**src/rtl/shift_rx.sv**
```systemverilog
// shift_rx: serial-to-parallel receiver for the on-chip shift serializer.
// Locks on the end-of-shift strobe, rebuilds words MSB-first, flags framing errors.
//
// Parameter:
//   bits    word width (2..16)
// Ports:
//   clk     rising-edge clock
//   rst     synchronous active-high reset
//   en      bit-sample enable; sin/eos ignored when low
//   sin     serial data, MSB first
//   eos     end-of-shift strobe, high with the LSB on sin
//   data    last correctly framed word
//   valid   one-cycle pulse when data updates
//   err     sticky framing-error flag, cleared only by rst
//   locked  high while in RECV
//   frames  good-word count, modulo 256
//   chk     XOR checksum of the low byte of good words
// Build option:
//   SHIFT_RX_CHK_EN  builds the checksum register; otherwise chk is tied to 0.

module shift_rx #(
    parameter int bits = 8
) (
    input  logic            clk,
    input  logic            rst,
    input  logic            en,
    input  logic            sin,
    input  logic            eos,
    output logic [bits-1:0] data,
    output logic            valid,
    output logic            err,
    output logic            locked,
    output logic [7:0]      frames,
    output logic [7:0]      chk
);

    localparam int cw = $clog2(bits);
    localparam logic [cw-1:0] last = cw'(bits - 1);

    localparam logic [0:0] SYNC = 1'b0;
    localparam logic [0:0] RECV = 1'b1;

    logic [0:0]      state;
    logic [cw-1:0]   cnt;
    logic [bits-1:0] sr;
    logic [bits-1:0] word_new;
    logic            good;

    // Word as it will look once the current bit is shifted in.
    assign word_new = {sr[bits-2:0], sin};
    assign good     = en && (state == RECV) && eos && (cnt == last);
    assign locked   = (state == RECV);

    always_ff @(posedge clk) begin
        if (rst) begin
            state  <= SYNC;
            cnt    <= '0;
            sr     <= '0;
            data   <= '0;
            valid  <= 1'b0;
            err    <= 1'b0;
            frames <= 8'h00;
        end else begin
            valid <= 1'b0;
            if (en) begin
                unique case (state)
                    SYNC: begin
                        if (eos) begin
                            state <= RECV;
                            cnt   <= '0;
                        end
                    end
                    RECV: begin
                        sr <= word_new;
                        if (good) begin
                            data   <= word_new;
                            valid  <= 1'b1;
                            frames <= frames + 8'h01;
                            cnt    <= '0;
                        end else if (eos || (cnt == last)) begin
                            // Strobe early, or missing at the last bit.
                            err   <= 1'b1;
                            cnt   <= '0;
                            state <= SYNC;
                        end else begin
                            cnt <= cnt + 1'b1;
                        end
                    end
                    default: state <= SYNC;
                endcase
            end
        end
    end

`ifdef SHIFT_RX_CHK_EN
    logic [7:0] chk_q;
    logic [7:0] word_lo;

    // Zero-extends narrow words, drops upper bits of wide ones.
    assign word_lo = 8'(word_new);

    always_ff @(posedge clk) begin
        if (rst) begin
            chk_q <= 8'h00;
        end else if (good) begin
            chk_q <= chk_q ^ word_lo;
        end
    end

    assign chk = chk_q;
`else
    assign chk = 8'h00;
`endif

endmodule
```
**config.mk**
```make
export PLATFORM = sky130hd
export DESIGN_NAME = shift_rx
export DESIGN_NICKNAME = d
export VERILOG_FILES = /design/src/rtl/shift_rx.sv
export SDC_FILE = /design/constraint.sdc
export NUM_CORES = 1
export LEC_CHECK = 0
export BUFFER_PORTS_ARGS = -buffer_cell sky130_fd_sc_hd__buf_2
export CAP_MARGIN = 40
export CORE_MARGIN = 3
export CORE_UTILIZATION = 51
export DETAILED_ROUTE_END_ITERATION = 8
export PLACE_DENSITY = 0.81
export SLEW_MARGIN = 20
export SYNTH_ARGS = -nofsm -noshare
export SYNTH_HDL_FRONTEND = slang
export SYNTH_SLANG_ARGS = --single-unit
```
**constraint.sdc**
```tcl
create_clock -name clk -period 2 [get_ports clk]
set_clock_uncertainty 0.1 [all_clocks]
set_input_delay 0.2 -clock clk [delete_from_list [all_inputs] [get_ports clk]]
set_output_delay 0.2 -clock clk [all_outputs]
set_load 0.05 [all_outputs]
```
==> run summary, run 1 <==
HP Class - input port to flop
starting density of the core - 0.5473
outcome - complete, no violations
worst skew pair latency - 0.32 ns
power density over the cells - 805.8 nW/um2
CTS max path bufs - 2
Post-DP HPWL - 1715 um
CP max stage delay - 0.36 ns
largest net degree at the start of global routing - 18
routed via count - 1009
combinational power share - 0.066
port bufs - 23
DRT Pass-1 Iters - 5
fin worst setup slack - 0.1648 ns
grt total ovfl - 0
# DRC - 0
Post-Synth Simple-Gate Area - 0.2242
Setup WS pre-CTS - 0.1355 ns
Final nets - 178
Synth Cell Area - 1222 um2
Area after DPL - 1333 um2
Die W - 54.96 um
final WL - 2417 um
global-route wire length before repair - 4002 um
Syn Area/Cell - 8.489 um2
crit path max fanout - 9
Worst EP required - 2.11 ns
post-DR wirelength/cell - 12.15 um
Vias/cell - 5.070
die area - 3021 um2
yosys warns - 0
hold depth - 2
f_max - 544.9 MHz
met1 GRT Util - 0.2136
Root Buffer Master - clkbuf_4
final core utilization - 0.6420
LEAKAGE - 0.5914 nW
post-synthesis adder-cell area fraction - 0.03071
Total GRT Usage - 0.1927
commonest cells after routing, fill and taps aside - nand2_1 (34), dfxtp_1 (29), buf_2 (23), a21oi_1 (21), nor2_1 (9)
Post-Syn Instances - 144
GRT busiest layer - met2
max cap viols - 0
post-synthesis compound-gate area fraction - 0.1351
reg2reg path depth - 5
Sequential Power Share - 0.506
row count - 17
M2 GR Usage - 0.3209
routing usage on met3 - 0.08847
max-slew violations - 0
CP Data Arrival Time - 1.95 ns
total power - 1.155 mW
flops & latches, synth - 29
RSZ-0062 raised after global routing - no
Core ar. - 2233 um2
post-synthesis mux area share - 0.03582
Design Area, Final - 1434 um2
cts bufs inserted - 5
Pint - 891.8 uW
CTS clk-pin slew, worst paths - 0.09 ns
Final Hold Viols - 0
CP max stage cell - dfxtp_1
sequential area share after synthesis - 0.4749
Final setup viols - 0
Tcrit/Tclk final - 0.9176
Startpoint Class - flop
CP most frequent cell - ha_1
Net Sw Power - 263.6 uW
Iter 0 DRT Violations - 21
setup TNS - 0 ns
leading cell type in the layout, fill and taps excluded - nand2_1
initial antenna violation count - 0
CP Capture Type - flop
Top-Level Pins - 32
Syn-to-layout area delta - 17.30%
RD Place Congestion - 0.7062
htree depth - 2
Sw Share - 0.2282
Clock Power Share - 0.428
height of the die - 54.96 um
vias in the first global route - 911
fin crit period - 1.835 ns
maximum VDD drop - 0.6973 mV
diode count - 0
DRT antenna net count - 0
Setup CP Type - flop to flop
share of layout cells above drive strength 1 - 0.2222
xor/xnor share of the synthesized area - 0.01433
clock sinks - 29
CTS tree - done
distinct cell type count after synthesis - 27
CP cell instances - ha_1 -> ha_1 -> nand4_4 -> nor4_2 -> mux2_1
largest family of logic cells by synthesized area - simple AND/OR/NAND/NOR gates
## path summary, 6_finish.rpt
check / slack (ns) / endpoint / startpoint
min: 0.13 / cnt[0] / rst
max reg2reg: 0.16 / frames[7] / cnt[0]
max: 0.16 / frames[7] / cnt[0]
min reg2reg: 0.35 / data[5] / data[5]
## cells in the mapped netlist
master     n  area share
xnor2_1    1      0.0072
nor2b_1    2       0.010
nor2_1     9       0.028
or4_1      3       0.018
and2_1     1      0.0051
conb_1     1      0.0031
inv_1      3      0.0092
nand4_1    2       0.010
o31ai_1    3       0.018
a22oi_1    3       0.018
mux2i_1    1      0.0082
buf_2      2      0.0082
and4_1     1      0.0072
nor4_1     1      0.0051
xor2_1     1      0.0072
buf_4      8       0.049
o21ai_0    3       0.012
mux2_2     2       0.018
a21oi_1   21       0.086
nand4_4    1       0.017
mux2_1     1      0.0092
nand3_1    2      0.0082
nand2_1   34        0.10
clkbuf_1   5       0.015
ha_1       3       0.031
and4bb_2   1       0.010
dfxtp_1   29        0.47
## stage by stage
step	instances	hold slack, ns
final	199	0.1319
after global routing	199	0.1231
after CTS	199	0.1142
after detailed placement	190	0.3437
after global placement	190	0.3404
after floorplan	151	0.2360
## area by class of cell
class / instances / area (um2)
Tap cell: 28 / 35.03
Timing Repair Buffer: 27 / 147.6
Clock buffer: 7 / 55.05
Sequential cell: 29 / 580.6
Inverter: 3 / 11.26
Fill cell: 205 / 799.5
Multi-Input combinational cell: 104 / 574.3
Clock inverter: 1 / 30.03
## per-layer routing
metal	part of all wire	vias to the layer above
li1	-	524
met1	0.43	446
met2	0.48	35
met3	0.084	4
met4	0.0079	0
met5	0	-
## flip-flops by register name (all words and copies together), names as in the netlist
name,cells
locked,1
sr,7
cnt,3
err,1
data,8
frames,8
valid,1
## worst max-delay path, delay by kind of cell, from the launching register on
family                     cells  cell delay, ns
and+or+nand+nor                2            0.48
muxes                          1            0.34
adders and majority gates      2            0.45
DFF                            1            0.36
## kinds of logic after synthesis
group / after synthesis
and+or+nand+nor: 57
adders and majority gates: 3
other: 1
buffers and inverters: 18
AOI/OAI and AO/OA: 30
muxes: 4
DFF: 29
xor gates and xnor gates: 2
## power groups by stage
stage / combinational (mW) / sequential (mW) / clock, mW
3_3_place_gp: 0.0738 / 0.598 / 0
3_5_place_dp: 0.0747 / 0.598 / 0
6_report: 0.0765 / 0.584 / 0.495
2_1_floorplan: 0.0683 / 0.602 / 0
5_1_grt: 0.0827 / 0.585 / 0.537
4_1_cts: 0.0762 / 0.584 / 0.511
## repair_timing
action / 4_1_cts / 5_1_grt
gates resized for setup: 0 / 1
setup buffers: 0 / 0
endpoints found under the hold margin: 1 / 0
hold buffers: 1 / 0
setup endpoints to repair: 0 / 1
(Power assumes the default switching activity.)
==> run 2: changes to the inputs <==
--- a/config.mk
+++ b/config.mk
@@ -5,12 +5,13 @@
 export SDC_FILE = /design/constraint.sdc
 export NUM_CORES = 1
 export LEC_CHECK = 0
-export BUFFER_PORTS_ARGS = -buffer_cell sky130_fd_sc_hd__buf_2
 export CAP_MARGIN = 40
 export CORE_MARGIN = 3
 export CORE_UTILIZATION = 51
+export CTS_CLUSTER_DIAMETER = 200
 export DETAILED_ROUTE_END_ITERATION = 8
-export PLACE_DENSITY = 0.81
+export DONT_BUFFER_PORTS = 1
+export PLACE_DENSITY = 0.7
 export SLEW_MARGIN = 20
 export SYNTH_ARGS = -nofsm -noshare
 export SYNTH_HDL_FRONTEND = slang
==> run summary, run 2 (synthesis gave the netlist of run 1 again) <==
outcome - complete, no violations
Setup WS pre-CTS - 0.1026 ns
max-slew violations - 0
Vias/cell - 5.326
commonest cells after routing, fill and taps aside - nand2_1 (34), dfxtp_1 (29), a21oi_1 (21), buf_4 (10), nor2_1 (9)
Design Area, Final - 1379 um2
Worst-Margin Slew - 0.5505 ns
power density over the cells - 716.1 nW/um2
HP Class - input port to flop
maximum VDD drop - 0.6006 mV
crit path max fanout - 12
height of the die - 54.96 um
Total GRT Usage - 0.1769
Pint - 729.9 uW
RSZ-0062 raised after global routing - no
FILL cells - 219
Top Registers - data: 8 flops, frames: 8 flops, sr: 7 flops
combinational power share - 0.075
final WL - 2408 um
RD Place Congestion - 0.6707
Iter 0 DRT Violations - 20
share of layout cells above drive strength 1 - 0.1447
Area after DPL - 1270 um2
diode count - 0
Die W - 54.96 um
vias in the first global route - 856
Startpoint Class - flop
worst skew pair latency - 0.33 ns
Sequential Power Share - 0.594
CP Data Arrival Time - 1.95 ns
starting density of the core - 0.5473
Syn-to-layout area delta - 12.79%
port bufs - 0
htree depth - 2
setup repair bufs after CTS - 0
CTS max path bufs - 2
fin crit period - 1.830 ns
Core ar. - 2233 um2
Final Hold Viols - 0
Worst slew margin - 0.6325
total power - 987.4 uW
Sw Share - 0.2608
post-DR wirelength/cell - 12.88 um
Root Buffer Master - clkbuf_4
cts bufs inserted - 5
Setup CP Type - flop to flop
row count - 17
f_max - 546.4 MHz
Final nets - 166
die area - 3021 um2
max cap viols - 0
setup TNS - 0 ns
clock sinks - 29
fin worst setup slack - 0.1697 ns
CP Capture Type - flop
Post-DP HPWL - 1625 um
Final setup viols - 0
global-route wire length before repair - 3643 um
Tcrit/Tclk final - 0.9152
LEAKAGE - 0.5117 nW
# DRC - 0
Clock Power Share - 0.331
CTS tree - done
leading cell type in the layout, fill and taps excluded - nand2_1
routed via count - 996
largest net degree at the start of global routing - 30
initial antenna violation count - 0
CTS clk-pin slew, worst paths - 0.08 ns
DRT antenna net count - 0
Worst EP required - 2.12 ns
Top-Level Pins - 32
grt total ovfl - 0
DRT Pass-1 Iters - 4
hold_ws - 0.01424 ns
Net Sw Power - 257.5 uW
run 2: power groups by stage:
stage / combinational, mW / sequential [mW] / clock [mW]
after global routing: 0.0783 / 0.588 / 0.361
after CTS: 0.0701 / 0.587 / 0.344
after detailed placement: 0.0545 / 0.600 / 0
after floorplan: 0.0683 / 0.602 / 0
after global placement: 0.0541 / 0.600 / 0
final: 0.0738 / 0.587 / 0.327
run 2: final cells by class:
| cell class | instances | area (um2) | share of cell area |
|---|---|---|---|
| Tap cell | 28 | 35.03 | 0.02541 |
| Inverter | 3 | 11.26 | 0.008167 |
| Sequential cell | 29 | 580.6 | 0.4211 |
| Clock buffer | 6 | 41.29 | 0.02995 |
| Clock inverter | 2 | 10.01 | 0.007260 |
| Multi-Input combinational cell | 104 | 570.5 | 0.4138 |
| Timing Repair Buffer | 15 | 130.1 | 0.09437 |
run 2: per-layer routing:
layer  wire [um]  share of wire  track usage  vias up
met5           0              0            0        -
met4          66          0.027       0.1336        0
met3         208          0.086      0.06971        7
met2        1142           0.47       0.2677       34
met1         991           0.41       0.1983      455
li1            -              -            -      500
run 2: critical path, cell delays in order (launching register included):
cell	delay (ns)
dfxtp_1	0.36
ha_1	0.16
ha_2	0.24
nand4_4	0.20
nor4_1	0.33
mux2_1	0.34
run 2: what timing repair did:
action	CTS	global route
endpoints found under the setup margin	0	2
hold buffers	4	0
endpoints found under the hold margin	28	0
gates resized for setup	0	1
run 2: path summary, 6_finish.rpt:
path,startpoint,end,slack (ns),depth (start not counted)
worst max register to register,cnt[0],frames[7],0.17,5
worst min register to register,sr[1],sr[2],0.37,2
worst min-delay path,rst,frames[4],0.01,2
worst max-delay path,cnt[0],frames[7],0.17,5
run 2: per-stage QoR:
step,util,instances
CTS,0.6095,186
global route,0.6174,187
global placement,0.5686,174
floorplan,-,151
detailed placement,0.5686,174
finish,0.6174,187
==> run 3: changes to the inputs <==
--- a/config.mk
+++ b/config.mk
@@ -11,6 +11,7 @@
 export CTS_CLUSTER_DIAMETER = 200
 export DETAILED_ROUTE_END_ITERATION = 8
 export DONT_BUFFER_PORTS = 1
+export GPL_TIMING_DRIVEN = 0
 export PLACE_DENSITY = 0.7
 export SLEW_MARGIN = 20
 export SYNTH_ARGS = -nofsm -noshare
==> run summary, run 3 (synthesis gave the netlist of run 1 again) <==
reg2reg start - frames[0]
leading cell type in the layout, fill and taps excluded - nand2_1
port bufs - 0
crit path max fanout - 4
Worst-Margin Slew - 0.6355 ns
die area - 3021 um2
Top Registers - data: 8 flops, frames: 8 flops, sr: 7 flops
WHS Endpoint - frames[7]
htree depth - 2
clock sinks - 29
power density over the cells - 739.9 nW/um2
Buf+Inv Stages, Crit Path - 1
Final setup viols - 0
Die W - 54.96 um
Tcrit/Tclk final - 0.9439
Worst slew margin - 0.5757
HP Class - input port to flop
reg2reg path depth - 4
CTS max path bufs - 2
CP max stage cell - dfxtp_1
CP cell instances - ha_1 -> inv_1 -> or4_1 -> a21oi_1
RD Place Congestion - 0.6728
max-slew violations - 0
cts bufs inserted - 5
DRT antenna net count - 0
initial antenna violation count - 0
outcome - complete, no violations
starting density of the core - 0.5473
Final nets - 169
setup TNS - 0 ns
Final Hold Viols - 0
Startpoint Class - flop
CP delay by family, top - flip-flops
grt total ovfl - 0
Post-DP HPWL - 1659 um
row count - 17
Core ar. - 2233 um2
Syn-to-layout area delta - 12.59%
Iter 0 DRT Violations - 10
CP max stage delay - 0.72 ns
Vias/cell - 5.238
fin crit period - 1.888 ns
Top-Level Pins - 32
Root Buffer Master - clkbuf_4
maximum VDD drop - 0.6234 mV
CTS tree - done
Worst EP required - 2.16 ns
routed via count - 990
hold depth - 2
DRT Pass-1 Iters - 4
CP Data Arrival Time - 2.04 ns
height of the die - 54.96 um
FF-to-FF End - frames[6]
Setup CP Type - flop to flop
f_max - 529.7 MHz
Area after DPL - 1284 um2
diode count - 0
worst reg2reg setup slack - 0.11 ns
post-DR wirelength/cell - 12.22 um
# DRC - 0
final core utilization - 0.6162
final WL - 2310 um
CP Capture Type - flop
share of layout cells above drive strength 1 - 0.1366
Design Area, Final - 1376 um2
max cap viols - 0
vias in the first global route - 884
largest net degree at the start of global routing - 11
min-delay src - rst
Total GRT Usage - 0.1734
LEAKAGE - 0.5103 nW
global-route wire length before repair - 3629 um
worst skew pair latency - 0.32 ns
CTS clk-pin slew, worst paths - 0.08 ns
commonest cells after routing, fill and taps aside - nand2_1 (34), dfxtp_1 (28), a21oi_1 (21), nor2_1 (9)
RSZ-0062 raised after global routing - no
run 3: changes by cell type in the layout (fill, tap and decap cells not counted), moves of 2 or more:
cell / change
buf_4: -2
clkbuf_1: +5
clkinv_2: -2
buf_2: +2
run 3: power breakdown:
part           total, mW  switching [mW]  internal [mW]  leakage, nW
clock network      0.349           0.184          0.166       0.0314
logic             0.0800          0.0560         0.0240        0.245
registers          0.589         0.00867          0.580        0.234
total               1.02           0.249          0.770        0.510
run 3: repair_timing:
action                                 in CTS  in global routing
gates resized for setup                     1                  1
buffers inserted                            0                  0
setup endpoints to repair                   1                  1
hold buffers                                3                  0
endpoints found under the hold margin       4                  0
run 3: final cells by class:
class                           instances  area [um2]
Fill cell                             221       857.1
Sequential cell                        29       581.8
Multi-Input combinational cell        104       574.3
Buffer                                 15       88.84
Clock buffer                            7       55.05
Tap cell                               28       35.03
Timing Repair Buffer                    3       30.03
Inverter                                3       11.26
run 3: worst max path at each step:
stage	startpoint	endpoint	slack (ns)	depth (start not counted)
2_1_floorplan	locked	frames[7]	0.16	4
3_3_place_gp	locked	frames[7]	0.04	4
3_5_place_dp	locked	frames[7]	0.01	4
4_1_cts	cnt[0]	frames[7]	0.09	5
5_1_grt	cnt[0]	frames[7]	0.02	5
6_report	frames[0]	frames[6]	0.11	4
run 3: stage by stage:
step | hold slack [ns] | setup slack, ns | instances | total power [mW]
3_3_place_gp | 0.2385 | 0.04439 | 179 | 0.6755
5_1_grt | 0.003689 | 0.02498 | 189 | 1.062
6_report | 0.009754 | 0.1121 | 189 | 1.018
2_1_floorplan | 0.2360 | 0.1601 | 151 | 0.6700
4_1_cts | 0.009771 | 0.09404 | 189 | 1.026
3_5_place_dp | 0.2450 | 0.01106 | 179 | 0.6767
run 3: routing by layer:
metal  routed length (um)  GRT usage  share of wire  up-vias
met2                 1039     0.2776           0.45       30
met3                  236     0.1019           0.10        5
met1                  991     0.1850           0.43      448
met4                   42    0.07287          0.018        0
li1                     -          -              -      507
met5                    0          0              0        -
